$ cat config.mk
export PLATFORM = sky130hd
export DESIGN_NAME = stage_id_bhv
export DESIGN_NICKNAME = d
export VERILOG_FILES = /design/src/rtl/riscv_pkg.sv /design/src/rtl/regfile.sv /design/src/rtl/stage_id_bhv.sv
export SDC_FILE = /design/constraint.sdc
export NUM_CORES = 2
export LEC_CHECK = 0
export CORE_ASPECT_RATIO = 0.7
export CORE_UTILIZATION = 31
export DETAILED_ROUTE_END_ITERATION = 8
export HOLD_SLACK_MARGIN = 0.02
export PLACE_DENSITY = 0.49
export SYNTH_ARGS = -nofsm -noshare
export SYNTH_HDL_FRONTEND = slang
export SYNTH_SLANG_ARGS = --single-unit
$ cat constraint.sdc
create_clock -name clk -period 23.9 [get_ports clk]
set_input_delay 4.78 -clock clk [delete_from_list [all_inputs] [get_ports clk]]
set_output_delay 4.78 -clock clk [all_outputs]
set_load 0.005 [all_outputs]
$ cat src/rtl/riscv_pkg.sv
// Shared RV32 encodings, immediate decoding and branch-compare helpers
// for the decode stage.
package riscv_pkg;

  localparam logic [6:0] OPC_LOAD   = 7'b0000011;
  localparam logic [6:0] OPC_OP_IMM = 7'b0010011;
  localparam logic [6:0] OPC_AUIPC  = 7'b0010111;
  localparam logic [6:0] OPC_STORE  = 7'b0100011;
  localparam logic [6:0] OPC_OP     = 7'b0110011;
  localparam logic [6:0] OPC_LUI    = 7'b0110111;
  localparam logic [6:0] OPC_BRANCH = 7'b1100011;
  localparam logic [6:0] OPC_JALR   = 7'b1100111;
  localparam logic [6:0] OPC_JAL    = 7'b1101111;
  localparam logic [6:0] OPC_SYSTEM = 7'b1110011;

  localparam logic [2:0] F3_BEQ  = 3'b000;
  localparam logic [2:0] F3_BNE  = 3'b001;
  localparam logic [2:0] F3_BLT  = 3'b100;
  localparam logic [2:0] F3_BGE  = 3'b101;
  localparam logic [2:0] F3_BLTU = 3'b110;
  localparam logic [2:0] F3_BGEU = 3'b111;

  localparam logic [31:0] NOP_INST  = 32'h0000_0013;
  localparam logic [1:0]  BHT_RESET = 2'b01;

  typedef enum logic [2:0] {
    IMM_R,
    IMM_I,
    IMM_S,
    IMM_B,
    IMM_U,
    IMM_J
  } imm_type_e;

  typedef struct packed {
    logic        valid;
    logic [31:0] pc_4;
    logic [31:0] inst;
    logic [31:0] rs1_data;
    logic [31:0] rs2_data;
    logic [31:0] imm;
    logic [4:0]  rd;
  } id_ex_t;

  function automatic imm_type_e imm_type_of(input logic [6:0] opcode);
    imm_type_e t;
    case (opcode)
      OPC_LOAD, OPC_OP_IMM, OPC_JALR, OPC_SYSTEM: t = IMM_I;
      OPC_STORE:                                  t = IMM_S;
      OPC_BRANCH:                                 t = IMM_B;
      OPC_LUI, OPC_AUIPC:                         t = IMM_U;
      OPC_JAL:                                    t = IMM_J;
      OPC_OP:                                     t = IMM_R;
      default:                                    t = IMM_R;
    endcase
    return t;
  endfunction

  function automatic logic [31:0] imm_gen(input logic [31:0] inst, input imm_type_e t);
    logic [31:0] imm;
    case (t)
      IMM_I:   imm = {{20{inst[31]}}, inst[31:20]};
      IMM_S:   imm = {{20{inst[31]}}, inst[31:25], inst[11:7]};
      IMM_B:   imm = {{20{inst[31]}}, inst[7], inst[30:25], inst[11:8], 1'b0};
      IMM_U:   imm = {inst[31:12], 12'h000};
      IMM_J:   imm = {{12{inst[31]}}, inst[19:12], inst[20], inst[30:21], 1'b0};
      default: imm = '0;
    endcase
    return imm;
  endfunction

  // Unlisted funct3 encodings resolve as not taken.
  function automatic logic branch_taken(input logic [2:0] funct3,
                                        input logic [31:0] a,
                                        input logic [31:0] b);
    logic t;
    case (funct3)
      F3_BEQ:  t = (a == b);
      F3_BNE:  t = (a != b);
      F3_BLT:  t = ($signed(a) <  $signed(b));
      F3_BGE:  t = ($signed(a) >= $signed(b));
      F3_BLTU: t = (a <  b);
      F3_BGEU: t = (a >= b);
      default: t = 1'b0;
    endcase
    return t;
  endfunction

endpackage

$ cat src/rtl/regfile.sv
// 32x32 register file, two read ports and one write port, with x0 tied to
// zero and write-through bypass on same-cycle read/write.
module regfile (
  input  logic        clk,
  input  logic        rst,
  input  logic [4:0]  raddr1,
  input  logic [4:0]  raddr2,
  output logic [31:0] rdata1,
  output logic [31:0] rdata2,
  input  logic        wren,
  input  logic [4:0]  waddr,
  input  logic [31:0] wdata
);

  logic [31:0] regs_q [32];
  logic [31:0] regs_d [32];

  always_comb begin
    regs_d = regs_q;
    if (wren && (waddr != 5'd0)) regs_d[waddr] = wdata;
  end

  // NOTE: this storage is flop-based and must clear on reset, so it cannot map
  // to a RAM macro; a RAM-backed file would drop the reset loop entirely.
  always_ff @(posedge clk) begin
    if (rst) begin
      for (int i = 0; i < 32; i++) regs_q[i] <= '0;
    end else begin
      regs_q <= regs_d;
    end
  end

  always_comb begin
    rdata1 = regs_q[raddr1];
    rdata2 = regs_q[raddr2];
    if (wren && (waddr == raddr1)) rdata1 = wdata;
    if (wren && (waddr == raddr2)) rdata2 = wdata;
    if (raddr1 == 5'd0) rdata1 = '0;
    if (raddr2 == 5'd0) rdata2 = '0;
  end

endmodule

$ cat src/rtl/stage_id_bhv.sv
// Decode stage: IF/ID and ID/EX registers, global-history branch predictor,
// branch resolution with redirect, jump target generation and register read.
module stage_id_bhv
  import riscv_pkg::*;
#(
  parameter int GHR_W = 4
) (
  input  logic        clk,
  input  logic        rst,
  input  logic [31:0] PC_4,
  input  logic [31:0] inst,
  input  logic        ctrl_branch,
  input  logic        hold,
  input  logic        wb_wren,
  input  logic [4:0]  wb_rd,
  input  logic [31:0] wb_data,
  output logic        default_branch,
  output logic        branch_override,
  output logic [31:0] correct_addr,
  output logic        ctrl_jump,
  output logic [31:0] jump_addr,
  output logic        ex_valid,
  output logic [31:0] ex_PC_4,
  output logic [31:0] ex_inst,
  output logic [31:0] ex_rs1_data,
  output logic [31:0] ex_rs2_data,
  output logic [31:0] ex_imm,
  output logic [4:0]  ex_rd
);

  localparam int BHT_N = 1 << GHR_W;

  logic [31:0]      id_pc_4_q, id_pc_4_d;
  logic [31:0]      id_inst_q, id_inst_d;
  logic             id_branch_q, id_branch_d;
  logic             id_valid_q, id_valid_d;
  logic             id_pred_taken_q, id_pred_taken_d;
  logic [GHR_W-1:0] id_pred_idx_q, id_pred_idx_d;
  logic [GHR_W-1:0] ghr_q, ghr_d;
  logic [1:0]       bht_q [BHT_N];
  logic [1:0]       bht_d [BHT_N];
  id_ex_t           ex_q, ex_d;

  logic [6:0]  opcode;
  imm_type_e   imm_type;
  logic [31:0] imm, b_imm, br_target;
  logic [31:0] rs1_data, rs2_data;
  logic        taken, resolve, is_jal, is_jalr, flush;

  assign opcode = id_inst_q[6:0];

  regfile u_regfile (
    .clk    (clk),
    .rst    (rst),
    .raddr1 (id_inst_q[19:15]),
    .raddr2 (id_inst_q[24:20]),
    .rdata1 (rs1_data),
    .rdata2 (rs2_data),
    .wren   (wb_wren),
    .waddr  (wb_rd),
    .wdata  (wb_data)
  );

  always_comb begin
    imm_type  = imm_type_of(opcode);
    imm       = imm_gen(id_inst_q, imm_type);
    b_imm     = imm_gen(id_inst_q, IMM_B);
    br_target = id_pc_4_q + b_imm;
    taken     = branch_taken(id_inst_q[14:12], rs1_data, rs2_data);
    is_jal    = (opcode == OPC_JAL);
    is_jalr   = (opcode == OPC_JALR);
    resolve   = id_valid_q & id_branch_q & ~hold & ~rst;
  end

  // Redirects are suppressed during reset and hold so the fetch side never
  // acts on a decision that this stage is not committing.
  always_comb begin
    default_branch  = ~rst & bht_q[ghr_q][1];
    branch_override = resolve & (taken ^ id_pred_taken_q);
    correct_addr    = '0;
    if (branch_override) correct_addr = taken ? br_target : id_pc_4_q;
    ctrl_jump = id_valid_q & (is_jal | is_jalr) & ~hold & ~rst;
    jump_addr = '0;
    if (ctrl_jump) begin
      jump_addr = is_jal ? (id_pc_4_q - 32'd4) + imm
                         : (rs1_data + imm) & ~32'd1;
    end
    flush = branch_override | ctrl_jump;
  end

  // NOTE: every signal assigned here gets a value on every path (hold is the
  // default), otherwise synthesis would infer a latch.
  always_comb begin
    id_pc_4_d       = id_pc_4_q;
    id_inst_d       = id_inst_q;
    id_branch_d     = id_branch_q;
    id_valid_d      = id_valid_q;
    id_pred_taken_d = id_pred_taken_q;
    id_pred_idx_d   = id_pred_idx_q;
    if (!hold) begin
      if (flush) begin
        id_pc_4_d       = '0;
        id_inst_d       = NOP_INST;
        id_branch_d     = 1'b0;
        id_valid_d      = 1'b0;
        id_pred_taken_d = 1'b0;
        id_pred_idx_d   = '0;
      end else begin
        id_pc_4_d       = PC_4;
        id_inst_d       = inst;
        id_branch_d     = ctrl_branch;
        id_valid_d      = 1'b1;
        id_pred_taken_d = default_branch;
        id_pred_idx_d   = ghr_q;
      end
    end
  end

  // Counters train at the index the prediction was made with, not the
  // current history, since the history may have moved on in between.
  always_comb begin
    bht_d = bht_q;
    ghr_d = ghr_q;
    if (resolve) begin
      if (taken && (bht_q[id_pred_idx_q] != 2'b11)) begin
        bht_d[id_pred_idx_q] = bht_q[id_pred_idx_q] + 2'd1;
      end else if (!taken && (bht_q[id_pred_idx_q] != 2'b00)) begin
        bht_d[id_pred_idx_q] = bht_q[id_pred_idx_q] - 2'd1;
      end
      ghr_d = (ghr_q << 1) | GHR_W'(taken);
    end
  end

  always_comb begin
    ex_d = ex_q;
    if (!hold) begin
      ex_d.valid    = id_valid_q;
      ex_d.pc_4     = id_pc_4_q;
      ex_d.inst     = id_inst_q;
      ex_d.rs1_data = rs1_data;
      ex_d.rs2_data = rs2_data;
      ex_d.imm      = imm;
      ex_d.rd       = ((opcode == OPC_BRANCH) || (opcode == OPC_STORE)) ? 5'd0
                                                                       : id_inst_q[11:7];
    end
  end

  // NOTE: state registers use non-blocking assignments so every flop samples
  // its pre-edge value regardless of statement order.
  always_ff @(posedge clk) begin
    if (rst) begin
      id_pc_4_q       <= '0;
      id_inst_q       <= NOP_INST;
      id_branch_q     <= 1'b0;
      id_valid_q      <= 1'b0;
      id_pred_taken_q <= 1'b0;
      id_pred_idx_q   <= '0;
      ghr_q           <= '0;
      for (int i = 0; i < BHT_N; i++) bht_q[i] <= BHT_RESET;
      ex_q            <= '0;
    end else begin
      id_pc_4_q       <= id_pc_4_d;
      id_inst_q       <= id_inst_d;
      id_branch_q     <= id_branch_d;
      id_valid_q      <= id_valid_d;
      id_pred_taken_q <= id_pred_taken_d;
      id_pred_idx_q   <= id_pred_idx_d;
      ghr_q           <= ghr_d;
      bht_q           <= bht_d;
      ex_q            <= ex_d;
    end
  end

  assign ex_valid    = ex_q.valid;
  assign ex_PC_4     = ex_q.pc_4;
  assign ex_inst     = ex_q.inst;
  assign ex_rs1_data = ex_q.rs1_data;
  assign ex_rs2_data = ex_q.rs2_data;
  assign ex_imm      = ex_q.imm;
  assign ex_rd       = ex_q.rd;

endmodule

# [Word-level counts from Yosys, hierarchy flattened]
# Cells that the tools add are included.
[word_totals] regBits=1297 input_bits=106 out_inout_bits=233 elab_cells=179
[classes] n_addsub=6 n_lt_le_gt_ge=11 eq_ne=24 mux=39 bitwise=19 reduce_logical=18
[op_table] op="bitwise mux 1024 bit" n=1
[op_table] op="two-way mux 32 bit" n=17
[op_table] op="binary-select mux 32 bit (select 5 bit)" n=2
[op_table] op="demux 32 bit (select 5 bit)" n=1
[op_table] op="one-hot mux 32 bit (5 select lines)" n=1
[op_table] op="adder 32 bit" n=3
[op_table] op="bitwise mux 32 bit" n=2
[op_table] op="greater-or-equal comparator 32 bit" n=2
[op_table] op="less-than comparator 32 bit" n=2
[op_table] op="== test 32 bit" n=1
[op_table] op="inequality test 32 bit" n=1
[op_table] op="subtractor 32 x 3 -> 32 bit, second input constant" n=1
[op_table] op="== test 7 bit, second input constant" n=4
[op_table] op="== test 3 bit, second input constant" n=6
[op_table] op="greater-or-equal comparator 6 bit, second input constant" n=3
[op_table] op="NOT 5 -> 6 bit" n=3
[op_table] op="binary-select mux 2 bit (select 4 bit)" n=2
[op_table] op="one-hot mux 3 bit (5 select lines)" n=1
[op_table] op="== test 7 x 5 -> 1 bit, second input constant" n=2
[op_table] op="== test 7 x 6 -> 1 bit, second input constant" n=2
[op_table] op="== test 5 bit" n=2
[op_table] op="greater-or-equal comparator 5 bit, second input constant" n=2
[op_table] op="zero test 5 bit" n=2
[op_table] op="two-way mux 2 bit" n=5
[op_table] op="28 further kinds" n=49

# [Logic depth before layout (Yosys ltp)]
[logic_depth] ltp_word=12 mapped_depth=29 ltp_nobuf=21

# [By module]
# Synthesis repeated with hierarchy kept, for this count alone.
[hier_totals] hier_cells=8220 hier_area_um2=69924.6
[by_module_without_submodules] mod="regfile" instances=1 cells_each=6124 area_each_um2=52618.0 seq_area_each_um2=20499.7
[by_module_without_submodules] mod="stage_id_bhv" instances=1 cells_each=2096 area_each_um2=17306.6 seq_area_each_um2=5465.2

# [Worst setup path after synthesis]
# OpenSTA, ideal clock, no wires.
[synth_path] kind="input port to output port" from="input wb_rd[1]" to="output correct_addr[16]" arrival_time_ns=9.696 setup_slack_ns=9.424 stages=22 path_buffers=4 path_cell_list="clkbuf_1 xnor2_1 nand4_1 nor2_1 clkbuf_1 clkbuf_1 a21oi_1 nor2_1 ha_1 a21oi_1 o22ai_1 o21bai_1 a21oi_1 a2111oi_0 o211ai_1 or3_4 mux2_4 o211a_4 or3_4 and2_4 buf_6 a2111oi_2"
[synth_via] elab_chain_len=9 word_cells_on_any_way=19 classes_between="4 x order compare; 4 x eq/ne; 7 x mux; 2 x bitwise; 2 x reduce/logical"
[synth_lines] element="start: declaration" line_no="stage_id_bhv.sv:15" source="input logic [4:0] wb_rd,"
[synth_lines] element="== test 5 bit *" line_no="regfile.sv:36" source="if (wren && (waddr == raddr1)) rdata1 = wdata;"
[synth_lines] element="logical AND 1 bit *" line_no="regfile.sv:36"
[synth_lines] element="two-way mux 32 bit *" line_no="regfile.sv:36"
[synth_lines] element="two-way mux 32 bit *" line_no="regfile.sv:38" source="if (raddr1 == 5'd0) rdata1 = '0;"
[synth_lines] element="via rs1_data[19]" line_no="stage_id_bhv.sv:47" source="logic [31:0] rs1_data, rs2_data;"
[synth_lines] element="greater-or-equal comparator 32 bit, or another cell as far along" line_no="riscv_pkg.sv:83" source="F3_BGEU: t = (a >= b);"
[synth_lines] element="one-hot mux 1 bit (6 select lines) *" line_no="riscv_pkg.sv:77" source="case (funct3)"
[synth_lines] element="bitwise XOR 1 bit" line_no="stage_id_bhv.sv:79" source="branch_override = resolve & (taken ^ id_pred_taken_q);"
[synth_lines] element="AND 1 bit" line_no="stage_id_bhv.sv:79"
[synth_lines] element="two-way mux 32 bit *" line_no="stage_id_bhv.sv:81" source="if (branch_override) correct_addr = taken ? br_target : id_pc_4_q;"
[synth_lines] element="end: declaration" line_no="stage_id_bhv.sv:19" source="output logic [31:0] correct_addr,"
# The timed path passes the listed nets; every way through them passes the cells marked *.

# [Worst setup path after layout]
[layout_path] from="input wb_rd[3]" to="output branch_override"
[layout_via] elab_chain_len=8 word_cells_on_any_way=17 classes_between="4 x order compare; 4 x eq/ne; 5 x mux; 2 x bitwise; 2 x reduce/logical"
[layout_lines] element="== test 5 bit, on equally long branches" line_no="regfile.sv:36, regfile.sv:37"
[layout_lines] element="logical AND 1 bit, on equally long branches" line_no="regfile.sv:36, regfile.sv:37"
[layout_lines] element="two-way mux 32 bit, on equally long branches" line_no="regfile.sv:36, regfile.sv:37"
[layout_lines] element="two-way mux 32 bit, on equally long branches" line_no="regfile.sv:38, regfile.sv:39"
[layout_lines] element="greater-or-equal comparator 32 bit, or another cell as far along" line_no="riscv_pkg.sv:83"
[layout_lines] element="one-hot mux 1 bit (6 select lines) *" line_no="riscv_pkg.sv:77"
[layout_lines] element="bitwise XOR 1 bit *" line_no="stage_id_bhv.sv:79"
[layout_lines] element="AND 1 bit *" line_no="stage_id_bhv.sv:79"
[layout_lines] element="end: declaration" line_no="stage_id_bhv.sv:18" source="output logic branch_override,"
# Mark *: on every way between the ends. The rest lies on a longest branch, timed or not.

==> results.md <==
- Fin. Hold Viols: 0
- Static Leak: 27.37 nW
- Fin crit period: 18.49 ns
- Register area: 26000 sq um
- H-tree depth: 4
- DRT Wirelength: 340000 um
- # port buffers: 338
- Post-placement cell area: 75370 sq um
- Clock Skews: 0.05102 ns
- Crit share post-route: 77.36%
- Layout Cells excl Fill: 10910
- RSZ-0062 raised after global routing: false
- Worst min path class: reg -> reg
- Met2 WL: 133200 um
- Sinks on the clock net: 1297
- Util after Layout: 36.26%
- NetSw: 1.500 mW
- Worst Path Arrival: 13.71 ns
- Mapped Nets: 8222
- Final slew viol count: 0
- Vias: 64860
- Max Used Layer: met5
- Die height: 397.8 um
- First-pass GRT wire length: 471600 um
- Largest net degree at the start of global routing: 185
- Crit Path Max Fanout: 64
- Crit start category: primary input
- Vias per cell: 5.947
- Yosys reg bits: 1297
- Synthesis Warnings: 0
- Total gr overflow: 0
- Worst-Skew Late Latency: 0.83 ns
- PwrDens: 65.93 nW/um^2
- Post-route ant nets: 0
- Avg WL per Cell: 31.17 um
- Required time of the critical path: 19.12 ns
- Synthesized area: 69370 sq um
- Vias in the first global route: 59030
- Layout cells sized above 1: 13.98%
- Gr usage total: 29.14%
- Total Die Area: 225700 sq um
- Netlist cell types: 83
- GP Congestion: 1.044
- Flop pwr share: 42.2%
- Nets: 8141
- Switching Fraction: 28.35%
- Post-synth top flop: dfxtp_1
- EDFF count, synth: 0
- Multi-input gate area: 40300 sq um
- Final setup vio count: 0
- Initial core utilization: 31.35%
- Num CTS Buffers: 144
- Post-synthesis sequential area ratio: 37.43%
- Detail Placement HPWL: 212000 um
- Worst VDD drop: 48.87 uV
- Fill cell count: 22250
- Slew headroom: 18.01%
- Post_cts resized: 0
- Setup TNS: 0 ns
- Final Cell Area: 80220 sq um
- Max-cap violations: 0
- I/O pin total: 339
- Clock share of power: 45.0%
- Clk root buf: clkbuf_16
- Drt pass-1 iters: 6
- Max Freq: 0.05409 GHz
- Internal: 3.789 mW
- Syn-to-layout area delta: 15.64%
- M1 WL: 150000 um
- Mapped Cells: 7960
- Synth async-reset ratio: 0%
- Max clock buf depth: 4
- Initial antenna violation count: 31
- Dpl cells: 10650
- Syn Area/Cell: 8.714 sq um
- Metal3 WL: 44730 um
- Die width: 567.4 um
- CTS tree: built
- Status: complete, no violations
- Core area: 221300 sq um
- DRC viols: 0
- Hold_buf cts: 0
- Worst slew pin tran: 1.230 ns
- CP Class: in -> out
- Power share of the combinational group: 12.8%
- Drt initial violations: 10430
- Setup Buffers After CTS: 0
- Reg clk slew, reported paths: 0.07 ns
- FP Rows: 144
- CP Capture Type: primary output
-- final cells by class --
cell class	count	area share, %
Clock inverter	45	0.7191
Sequential cell	1297	32.41
Antenna cell	5	0.01560
Clock buffer	203	5.300
Multi-Input combinational cell	5758	50.23
Inverter	152	0.7113
Tap cell	2920	4.555
Timing Repair Buffer	526	6.052
-- cells in the final DEF, fill, tap and decap left out, types with 149 or more instances in the layout --
cell                n
mux2i_1           282
nor2_1            361
mux4_2            552
dfxtp_1          1287
inv_1             151
nand2_1          2135
buf_4             184
ha_1              153
clkbuf_16         149
a21oi_1          1243
clkdlybuf4s50_1   336
-- per-layer routing --
| layer | global-route usage (%) | vias up |
|---|---|---|
| met3 | 8.947 | 599 |
| met5 | 0.3766 | - |
| met4 | 9.359 | 20 |
| li1 | - | 27600 |
| met1 | 43.55 | 32510 |
| met2 | 39.01 | 4141 |
-- stage by stage --
stage | power [mW] | hold WS, ns | setup WS, ns
2_1_floorplan | 2.665 | 0.4300 | 9.424
3_5_place_dp | 2.933 | 0.4574 | 5.844
6_report | 5.289 | 0.4660 | 5.411
4_1_cts | 5.280 | 0.4659 | 5.820
5_1_grt | 5.426 | 0.4808 | 5.162
3_3_place_gp | 2.933 | 0.4377 | 5.941
-- power groups by stage --
| stage | Combinational [mW] | Clock (mW) | Sequential (mW) |
|---|---|---|---|
| final | 0.675 | 2.38 | 2.23 |
| after global routing | 0.704 | 2.49 | 2.23 |
| after CTS | 0.656 | 2.39 | 2.23 |
| after detailed placement | 0.653 | 0 | 2.28 |
| after global placement | 0.653 | 0 | 2.28 |
| after floorplan | 0.413 | 0 | 2.25 |
-- synth_stat cells, types with 51 or more instances --
cell      count  share of area (%)
mux4_2      552                 18
mux2i_1     282                4.1
xnor2_1      67               0.85
a21o_1       65               0.70
buf_1        88               0.48
o21ai_0      64               0.46
nand2_1    2168                 12
o22ai_1      69               0.62
nand3_1      82               0.59
a21oi_1    1243                9.0
ha_1        153                2.8
dfxtp_1    1297                 37
a211oi_1     59               0.64
clkbuf_1    633                3.4
inv_1       151               0.82
o211ai_1     51               0.55
nor2_1      391                2.1
nor2b_1      65               0.59
nor3_1       53               0.38
-- cells by family after synthesis --
| logic type | synth area share [%] |
|---|---|
| adder cells (fa/ha/maj) | 2.861 |
| AO/OA/AOI/OAI | 14.19 |
| AND/OR/NAND/NOR | 16.77 |
| flip-flops | 37.43 |
| XOR/XNOR | 1.237 |
| buffers and inverters | 4.977 |
| multiplexers | 22.53 |
-- flip-flops by register name, summed over array words and instances, names as in the netlist, named ones only --
signal	count
ex_rs2_data	32
ex_rs1_data	32
id_pred_idx_q	4
id_branch_q	1
ex_inst	32
u_regfile.regs_q	1024
ex_rd	5
id_inst_q	32
bht_q	16
id_valid_q	1
id_pred_taken_q	1
ex_PC_4	32
ghr_q	4
id_pc_4_q	32
ex_imm	32
ex_valid	1
-- path summary, 6_finish.rpt --
| kind | start | to | slack, ns | depth (start not counted) |
|---|---|---|---|---|
| hold reg to reg | u_regfile.regs_q[591]$_SDFFE_PP0P_ | u_regfile.regs_q[591]$_SDFFE_PP0P_ | 0.47 | 2 |
| setup reg to reg | id_inst_q[15]$_SDFFE_PP0N_ | id_inst_q[24]$_SDFFE_PP0N_ | 12.71 | 23 |
| setup / recovery | wb_rd[3] | branch_override | 5.41 | 19 |
| hold / removal | u_regfile.regs_q[591]$_SDFFE_PP0P_ | u_regfile.regs_q[591]$_SDFFE_PP0P_ | 0.47 | 2 |
-- critical path, cell delays in order --
cell             delay, ns
clkdlybuf4s50_1       0.67
xor2_1                0.26
nor4_1                0.47
nand3_4               0.70
nand2_1               0.28
o211ai_1              0.17
ha_1                  0.46
nand2_1               0.14
or3_1                 0.50
nor4_1                0.89
nand3_1               0.42
a211oi_1              0.52
or3_4                 0.24
o31ai_1               0.09
a211o_1               0.59
or3_4                 0.47
a21oi_4               0.66
buf_4                 0.61
clkdlybuf4s50_1       0.63
Note: power is estimated with default switching activity, not from simulation.
